## config.mk

```make
export PLATFORM = sky130hd
export DESIGN_NAME = pipe_ctrl
export DESIGN_NICKNAME = d
export VERILOG_FILES = /design/src/rtl/pipe_ctrl.sv
export SDC_FILE = /design/constraint.sdc
export NUM_CORES = 1
export LEC_CHECK = 0
export ABC_CLOCK_PERIOD_IN_PS = 1440
export CORE_MARGIN = 2
export CORE_UTILIZATION = 33
export CTS_BUF_LIST = sky130_fd_sc_hd__clkbuf_8 sky130_fd_sc_hd__clkbuf_16
export CTS_CLUSTER_SIZE = 12
export DETAILED_ROUTE_END_ITERATION = 8
export PLACE_DENSITY = 0.81
export SYNTH_ARGS = -nofsm -noshare
export SYNTH_HDL_FRONTEND = slang
export SYNTH_SLANG_ARGS = --single-unit
```

## constraint.sdc

```tcl
create_clock -name clk -period 1.44 [get_ports clk]
set_input_delay 0.216 -clock clk [delete_from_list [all_inputs] [get_ports clk]]
set_output_delay 0.216 -clock clk [all_outputs]
set_load 0.03 [all_outputs]
```

## src/rtl/pipe_ctrl.sv

```systemverilog
// pipe_ctrl: stall vector, flush and held PC redirect control; PIPE_CTRL_PERF_CNT_EN adds perf counters
module pipe_ctrl (
  input  logic        clk,
  input  logic        rst,
  input  logic        stallreq_if,
  input  logic        stallreq_id,
  input  logic        stallreq_ex,
  input  logic        stallreq_mem,
  input  logic        ex_branch_valid,
  input  logic        ex_prdt_taken,
  input  logic        ex_real_taken,
  input  logic [31:0] ex_branch_target,
  input  logic [31:0] ex_pc,
  output logic [5:0]  stall,
  output logic        flush,
  output logic        redirect_valid,
  output logic [31:0] redirect_pc,
  output logic [31:0] perf_stall_cnt,
  output logic [31:0] perf_flush_cnt
);
  localparam logic [1:0] IDLE = 2'd0, FLUSH = 2'd1, HOLD = 2'd2;
  logic [1:0] state;
  logic req_if, req_id, mispredict;
  logic [31:0] target;
  assign flush = state == FLUSH;
  assign redirect_valid = state != IDLE;
  assign req_if = stallreq_if & ~flush;
  assign req_id = stallreq_id & ~flush;
  always_comb begin
    stall = rst ? 6'b000000 : stallreq_mem ? 6'b011111 : stallreq_ex ? 6'b001111 :
            req_id ? 6'b000111 : req_if ? 6'b000011 : 6'b000000;
  end
  assign mispredict = ex_branch_valid & (ex_prdt_taken != ex_real_taken) & ~stall[3] & (state == IDLE);
  assign target = ex_real_taken ? ex_branch_target : ex_pc + 32'd4;
  always_ff @(posedge clk) begin
    if (rst) begin
      state <= IDLE;
      redirect_pc <= 32'd0;
    end else begin
      state <= state == IDLE ? (mispredict ? FLUSH : IDLE) : (stall[0] ? HOLD : IDLE);
      if (mispredict) redirect_pc <= target;
    end
  end
`ifdef PIPE_CTRL_PERF_CNT_EN
  always_ff @(posedge clk) begin
    if (rst) begin
      perf_stall_cnt <= 32'd0;
      perf_flush_cnt <= 32'd0;
    end else begin
      perf_stall_cnt <= perf_stall_cnt + {31'd0, stall[0]};
      perf_flush_cnt <= perf_flush_cnt + {31'd0, flush};
    end
  end
`else
  assign perf_stall_cnt = 32'd0;
  assign perf_flush_cnt = 32'd0;
`endif
endmodule

```

==> results.md, run 1 <==
Pwr:
- The sequential fraction of design power is 0.352.
- In this run the static leakage power is 2.085 nW.
- The share of total power dissipated in combinational logic is 0.393.
- The design draws 2.892 mW.
- The analysis attributes to net switching a power of about 1.1 mW.
- Of the total power, the clock network draws 0.255.
- The areal power density over the cells is roughly 680 mW/mm2.
- Of the total power, the share spent switching nets is 0.3692.
- The cell-internal power is 1.824 mW.
- The worst IR drop on VDD is 359.9 uV.

Timing:
- In the finished design, the share of the clock period the worst path needs comes to 0.9891.
- Setup violations remaining at the end of the flow were counted as 0.
- Across the routed clock network, the largest skew measured is 0.006585 ns.
- The highest clock frequency the design can meet is 0.7021 GHz.
- The shortest period the worst path allows is 1.424 ns.
- The final count of pins violating max slew is 0.
- Setup repair after global routing could not meet its margin everywhere.
- After layout, the worst setup slack is 0.01568 ns.
- The final number of hold-violating endpoints is 0.

Critical path:
- The data arrival time of the worst path is 1.64 ns.
- The category of the critical setup timing path is flip-flop to flip-flop.
- In this run the worst path has a maximum fanout of 7.
- STA puts the critical path data required time at 1.66 ns.
- The worst setup path is launched from a flip-flop.
- The worst setup path is captured at a flip-flop.

Routing:
- The DRC violation total after the first TritonRoute iteration is 82.
- The detail-routed via count per cell is ~4.7.
- The number of antenna-violating nets in the routed design is 0.
- The detailed-routing iteration count for the pre-antenna-repair pass is 4.
- The sum of routed wire length over all layers is ~8600 um.
- The via count of the routed design is approximately 2800.
- For this run, design rule violations remaining after detail routing come to 0.
- Dividing the detail-routed wire length by the instance count gives 14.27 um.

Placement:
- The congestion estimate from routability-driven global placement came to approximately 0.78.
- Once placement completed, the tool counted placed cells totaling ~600.
- The HPWL after detailed placement is 6346 um.
- The placed instances occupy a cell area of 0.003916 mm2.
- Input and output buffers added on the ports amount to 111.
- The pre-CTS setup slack is -0.6837 ns.

Synth:
- The adder-cell share of the synthesized area is 0.004798.
- The total standard cell area after synthesis is 0.002608 mm2.
- The post-synthesis compound-gate area fraction was 0.1550.
- Synthesis handed over a netlist of 339 instances.
- Of the synthesized area, sequential elements account for 0.2610.
- The average cell area after synthesis is 7.692 um2.
- In the synthesized netlist the async set-or-reset flop fraction comes to 0.
- The mux cell area share after synthesis is 0.01919.
- Among all flip-flop cells after synthesis, the most frequent one is dfxtp_1.
- Counting flops with a built-in enable in the synthesized netlist gives 0.
- The parity-gate share of the synthesized area counting xor and xnor cells is 0.09741.
- Of the total synthesized cell area, the portion taken by AND, OR, NAND and NOR gates is 0.2202.
- The combinational family with the most area after synthesis is buffers and inverters.
- During synthesis, Yosys emitted a total of 0 warnings.
- The netlist uses 38 different library cells.
- The number of flip-flops and latches in the synthesized netlist is 34.

Die:
- The floorplan step defined a core boundary enclosing 0.007687 mm2.
- In this run the horizontal extent of the chip is 92.89 um.
- The die covers 0.008629 mm2.
- The placement row count is 32.
- In this run the count of I/O pins placed on the die edge is 177.
- The die is a little over 90 um tall.
- The initial cell density of the core is 0.3392.

Global route:
- The leftover overflow at the end of global routing is 0.
- The total track usage is 0.1890.
- The initial antenna violation count was 0.
- The first global-routing pass estimated 13060 um of wire.
- The number of global-route vias before repair is 2724.
- The maximum number of pins on one net before global-route repair is 34.

Finish:
- Counting the fill cells in the layout gives 709.
- The final standard cell area without fillers is 0.004267 mm2.
- The synthesis-to-finish area growth is 63.63%.
- The most common cell after layout, fill and taps aside is conb_1.
- In the final layout, flip-flops and latches occupy just under 700 um2.
- The library cells used most frequently in the layout, excluding fill and tap cells, are conb_1, buf_4, dlygate4sd2_1, clkdlybuf4s50_1.
- 0 antenna diodes ended up in the layout.
- In the final layout, the share of cells above drive strength 1 is 0.2351.
- After the last flow step, the layout net total stands at approximately 580.
- The number of standard cells in the layout, taps in and fillers out is about 600.
- The multi-input combinational cells in the finished layout cover a total of 0.001724 mm2.

Clock network:
- The clock tree root buffer cell is clkbuf_8.
- For the worst-skew pair, the clock arrives at the later sink with an insertion delay of 0.28 ns.
- The H-tree was split into 2 levels.
- The total clock buffers created by CTS is 5.
- The TritonCTS clock tree is built.
- After clock tree synthesis, the clock-pin slew on the worst setup and hold paths is roughly 0.07 ns.
- Counting along the longest clock path gives a buffer depth of 2.
- The CTS sink count is 34.

Job:
- The number of maximum-capacitance violations is 0.

Status:
- The flow ran to the end, and the final reports show no timing, DRC or antenna violations.

Min path:
- The worst hold path belongs to the class input port to flip-flop.
-- worst max-delay path, stage by stage (launching register included) --
cell       delay (ns)
dfxtp_4          0.36
nor2_4           0.13
and4_4           0.25
bufbuf_16        0.27
and3_1           0.16
a21oi_1          0.04
o22ai_1          0.14
-- state kept, by name, indices dropped and copies added (netlist names) --
name	count
redirect_pc	32
state	2
-- routing by layer --
layer / track usage / vias to the layer above / wire length [um]
li1: - / 1369 / -
met1: 0.2218 / 1287 / 3375
met2: 0.3273 / 141 / 4372
met3: 0.04557 / 20 / 628
met4: 0.07966 / 0 / 245
met5: 0 / - / 0
-- path summary, 6_finish.rpt --
| path | slack (ns) | to | start | depth (start not counted) |
|---|---|---|---|---|
| min | 0.38 | redirect_pc[13]$_SDFFE_PP0P_ | ex_pc[13] | 4 |
| max | 0.02 | redirect_pc[26]$_SDFFE_PP0P_ | state[0]$_SDFF_PP0_ | 6 |
| min reg2reg | 0.45 | redirect_pc[12]$_SDFFE_PP0P_ | redirect_pc[12]$_SDFFE_PP0P_ | 2 |
| max reg2reg | 0.02 | redirect_pc[26]$_SDFFE_PP0P_ | state[0]$_SDFF_PP0_ | 6 |
-- synth_stat cells, types with 2 or more instances --
master,instances,share of area
nor2_1,16,0.023
o211ai_1,2,0.0058
and3_1,15,0.036
a211oi_1,6,0.017
o22ai_1,13,0.031
a21oi_1,34,0.065
o21ai_0,14,0.027
buf_4,67,0.19
nand2b_1,3,0.0072
clkbuf_1,13,0.019
xor2_1,25,0.084
dfxtp_1,34,0.26
nor3_1,5,0.0096
mux2i_1,5,0.019
nor4_1,5,0.012
inv_1,13,0.019
nand4_2,2,0.0096
nand4_1,8,0.019
nor2b_1,2,0.0048
xnor2_1,4,0.013
nand3_1,15,0.029
buf_6,2,0.0086
nand2_1,21,0.030
-- cell type report --
| cell class | count | area share |
|---|---|---|
| clock buffer | 6 | 0.01935 |
| clock inverter | 2 | 0.002053 |
| inverter | 13 | 0.01144 |
| multi-input combinational | 273 | 0.4041 |
| sequential | 34 | 0.1607 |
| tap | 102 | 0.02991 |
| timing repair buffer | 174 | 0.3724 |
-- what timing repair did --
item	CTS	global route
buffers inserted	5	4
gates resized for setup	82	40
hold buffers	0	0
gates cloned	2	0
setup endpoints to repair	68	23
pin swaps	14	15
-- power by group through the flow --
stage | registers [mW] | logic (mW) | clock network [mW]
after floorplan | 1.14 | 0.633 | 0
after detailed placement | 1.04 | 1.10 | 0
after global placement | 1.04 | 1.08 | 0
after global routing | 1.03 | 1.21 | 0.811
final | 1.02 | 1.14 | 0.737
after CTS | 1.02 | 1.11 | 0.758
-- cells by family (layout without fill, tap and decap cells) --
kind of cell | count (synthesis) | count (layout)
simple gates | 101 | 101
buf+inv | 96 | 195
compound gates | 72 | 72
flops | 34 | 34
xor+xnor | 29 | 29
mux | 5 | 5
fa+ha+maj | 1 | 1
other cells | 1 | 65
-- per-stage QoR --
step | utilization | setup TNS, ns | hold slack (ns)
finish | 0.5550 | 0 | 0.3805
global route | 0.5550 | -0.2672 | 0.3848
CTS | 0.5425 | -0.01385 | 0.4085
detailed placement | 0.5094 | -15.25 | 0.4499
global placement | 0.5094 | -13.90 | 0.4422
floorplan | - | 0 | 0.4018
Note: power is estimated with default switching activity, not from simulation.
==> run 2, diff against run 1 <==
Settings changed: REMOVE_ABC_BUFFERS set to 1.
==> run 2 against run 1 <==
Final area decreased by 0.53%; wire length increased by 0.48%; clock power increased by 21%; largest power group unchanged; sequential cell count unchanged; combinational power about the same; sequential share of layout area about the same; setup slack improved by 0.019 ns; worst hold slack got worse by 0.074 ns; first-iteration DRC count decreased by 3.7%; count of clock-buffer cells in the layout decreased by 1; clock skew decreased by 0.0031 ns; power increased by 5.0%.
==> results.md, run 2 (synthesis gave the netlist of run 1 again) <==
Status:
- Run status: finished clean (unchanged).

Routing:
- The via count of the routed design is 2796 (was 2817).
- The routed metal-1 wire length is 3413 um (was 3375 um).
- The met2 wire length came to 4698 um (was 4372 um).
- The highest metal layer with signal wires is met4 (unchanged).
- The sum of routed wire length over all layers is 8663 um (was 8622 um).
- The total DRC errors in the routed layout is 0 (unchanged).
- The detailed-routing iteration count for the pre-antenna-repair pass is 4 (unchanged).
- The detail-routed via count per cell is 4.652 (was 4.664).
- The DRC violation total after the first TritonRoute iteration is 79 (was 82).
- The met3 wire length is 413 um (was 628 um).
- The number of antenna-violating nets in the routed design is 0 (unchanged).
- The average wire per standard cell is 14.41 um (was 14.27 um).

Finish:
- The most common cell after layout, fill and taps aside is conb_1 (unchanged).
- The number of flip-flops in the largest register is 32 (unchanged).
- The number of standard cells in the layout, taps in and fillers out is 601 (was 604).
- The number of antenna repair diodes is 0 (unchanged).
- Highest-count cells in the layout ignoring fill and taps: conb_1, buf_4, dlygate4sd2_1, clkdlybuf4s50_1, a21oi_1 (was conb_1, buf_4, dlygate4sd2_1, clkdlybuf4s50_1).
- The register ranked first by flip-flop count is redirect_pc (unchanged).
- Registers with the most flip-flops: redirect_pc: 32 flops, state: 2 flops (unchanged).
- The final layout net count is 572 (was 575).
- The ratio of cells with drive above 1 in the final layout is 0.2224 (was 0.2351).
- The synthesis-to-finish area growth is 62.76% (was 63.63%).
- The filler cell count came to 695 (was 709).

Clock network:
- The clock-pin slew on the worst setup and hold paths came to 0.08 ns (was 0.07 ns).
- The maximum level of the CTS H-tree is 2 (unchanged).
- The CTS sink count is 34 (unchanged).
- The total clock buffers created by CTS was 5 (unchanged).
- The buffer depth of the longest clock path was 2 (unchanged).
- The TritonCTS clock tree is built (unchanged).
- The number of buffers added to fix hold violations after cts is 0 (unchanged).
- The clock latency at the later pin of the worst-skew pair is 0.28 ns (about the same).
- The clock tree root buffer cell is clkbuf_8 (unchanged).

Job:
- The number of maximum-capacitance violations came to 0 (unchanged).

Die:
- The initial cell density of the core is 0.3392 (unchanged).
- The area of the core is 0.007687 mm2 (unchanged).
- The count of pins on the block boundary is 177 (unchanged).
- The full die area is 0.008629 mm2 (unchanged).
- The floorplan die width was 92.89 um (unchanged).
- The height of the chip is 92.89 um (unchanged).
- The placement row count is 32 (unchanged).

Critical path:
- The depth of the worst register-to-register path came to 6 (unchanged).
- The peak fanout along the critical path is 3 (was 7).
- The data required time of the worst path came to 1.22 ns (was 1.66 ns).
- The path length in cells of the critical path was 3 (was 6).
- Critical path cell sequence: nor2b_4 -> o31ai_4 -> buf_6 (was nor2_4 -> and4_4 -> bufbuf_16 -> and3_1 -> a21oi_1 -> o22ai_1).
- The sum of buffers and inverters on the critical path is 1 (unchanged).
- The capturing element type of the critical path is an output pin (was flip-flop).
- The category of the critical setup timing path is flip-flop to output pin (was flip-flop to flip-flop).
- The startpoint type of the worst setup path was a flip-flop (unchanged).
- The reg2reg setup slack is 0.07 ns (was 0.02 ns).
- The launching point of the worst reg2reg path was state[0]$_SDFF_PP0_ (unchanged).
- The data arrival time of the worst path was 1.19 ns (was 1.64 ns).
- The critical path's largest stage delay is 0.34 ns (was 0.36 ns).
- The cell with the largest stage delay on the worst path is dfxtp_2 (was dfxtp_4).
- The family with the most delay on the worst path is flip-flops (was simple AND/OR/NAND/NOR gates).
- The worst reg2reg path endpoint is redirect_pc[22]$_SDFFE_PP0P_ (was redirect_pc[26]$_SDFFE_PP0P_).

Min path:
- The start point of the worst min-delay path is ex_pc[26] (was ex_pc[13]).
- The endpoint with the worst hold slack was redirect_pc[26]$_SDFFE_PP0P_ (was redirect_pc[13]$_SDFFE_PP0P_).
- The path category of the worst min-delay check was input port to flip-flop (unchanged).
- The cell depth of the worst hold path is 3 (was 4).

Timing:
- The worst clock skew is 0.003451 ns (was 0.006585 ns).
- The highest clock frequency the design can meet came to 0.7114 GHz (was 0.7021 GHz).
- The final count of pins violating max slew is 0 (unchanged).
- The final number of hold-violating endpoints is 0 (unchanged).
- Setup repair after global routing missed its margin: yes (unchanged).
- The setup TNS after final layout is 0 ns (unchanged).
- The share of the clock period used by the worst path after layout is 0.9762 (was 0.9891).
- The shortest period the worst path allows is 1.406 ns (was 1.424 ns).
- The final worst-path setup slack came to 0.03424 ns (was 0.01568 ns).
- The number of setup violations in the final report is 0 (unchanged).
- The worst hold margin is 0.3061 ns (was 0.3805 ns).

Pwr:
- The worst IR drop on VDD is 392.7 uV (was 359.9 uV).
- The areal power density over the cells came to 715.2 mW/mm2 (was 677.8 mW/mm2).
- The static leakage is 2.068 nW (was 2.085 nW).

Placement:
- The number of buffers added on ports is 111 (unchanged).
- The pre-CTS setup slack is -0.5785 ns (was -0.6837 ns).
- The placer congestion estimate is 0.8282 (was 0.7769).
- The count of placed standard cells including taps is 583 (was 585).
- The placed wire-length estimate after detailed placement was 6167 um (was 6346 um).

Global route:
- The number of global-route vias before repair is 2787 (was 2724).
- The maximum number of pins on one net before global-route repair came to 26 (was 34).
- The total track usage is 0.1916 (was 0.1890).
- The leftover overflow at the end of global routing is 0 (unchanged).
- The initial antenna violation count was 0 (unchanged).
- The first-pass GRT wire length is 13270 um (was 13060 um).
[run 2: where the power goes]
part / internal, mW / switching [mW]
combinational: 0.439 / 0.684
sequential: 0.992 / 0.0268
clock: 0.510 / 0.383
total: 1.94 / 1.09
[run 2: area by class of cell]
cell class                      instances  area [um2]  share of cell area
Sequential cell                        34       683.2              0.1610
Tap cell                              102       127.6             0.03007
Timing Repair Buffer                  170        1550              0.3653
Multi-Input combinational cell        274        1725              0.4065
Inverter                               13       48.80             0.01150
Clock inverter                          3       40.04            0.009434
Clock buffer                            5       68.82             0.01621
[run 2: routing by layer]
metal / up-vias / GRT usage
met5: - / 0
met3: 14 / 0.02848
met1: 1317 / 0.2223
li1: 1360 / -
met2: 105 / 0.3599
met4: 0 / 0.05637
[run 2: stage by stage]
step | area [um2] | power, mW | util
final | 4244 | 3.035 | 0.5521
after global routing | 4244 | 3.179 | 0.5521
after CTS | 4110 | 3.033 | 0.5347
after detailed placement | 3872 | 2.122 | 0.5037
after global placement | 3872 | 2.108 | 0.5037
after floorplan | 2268 | 1.581 | -
[run 2: how the worst max path moves through the flow]
stage                                   endpoint           startpoint
global route        redirect_pc[31]$_SDFFE_PP0P_  state[0]$_SDFF_PP0_
detailed placement  redirect_pc[31]$_SDFFE_PP0P_             ex_pc[9]
global placement    redirect_pc[30]$_SDFFE_PP0P_             ex_pc[2]
floorplan                               stall[0]  state[0]$_SDFF_PP0_
CTS                                     stall[1]  state[0]$_SDFF_PP0_
finish                                  stall[1]  state[0]$_SDFF_PP0_
[run 2: worst register-to-register path, cell delays in order (launching register included)]
cell	delay (ns)
dfxtp_2	0.34
nor2_4	0.15
and4_4	0.31
buf_12	0.15
and3_1	0.16
a21oi_1	0.04
o22ai_1	0.16
[run 2: repair_timing]
action	in CTS	in global routing
setup endpoints to repair	67	26
gates cloned	3	0
buffers inserted	4	3
pin swaps	9	15
gates resized for setup	79	40
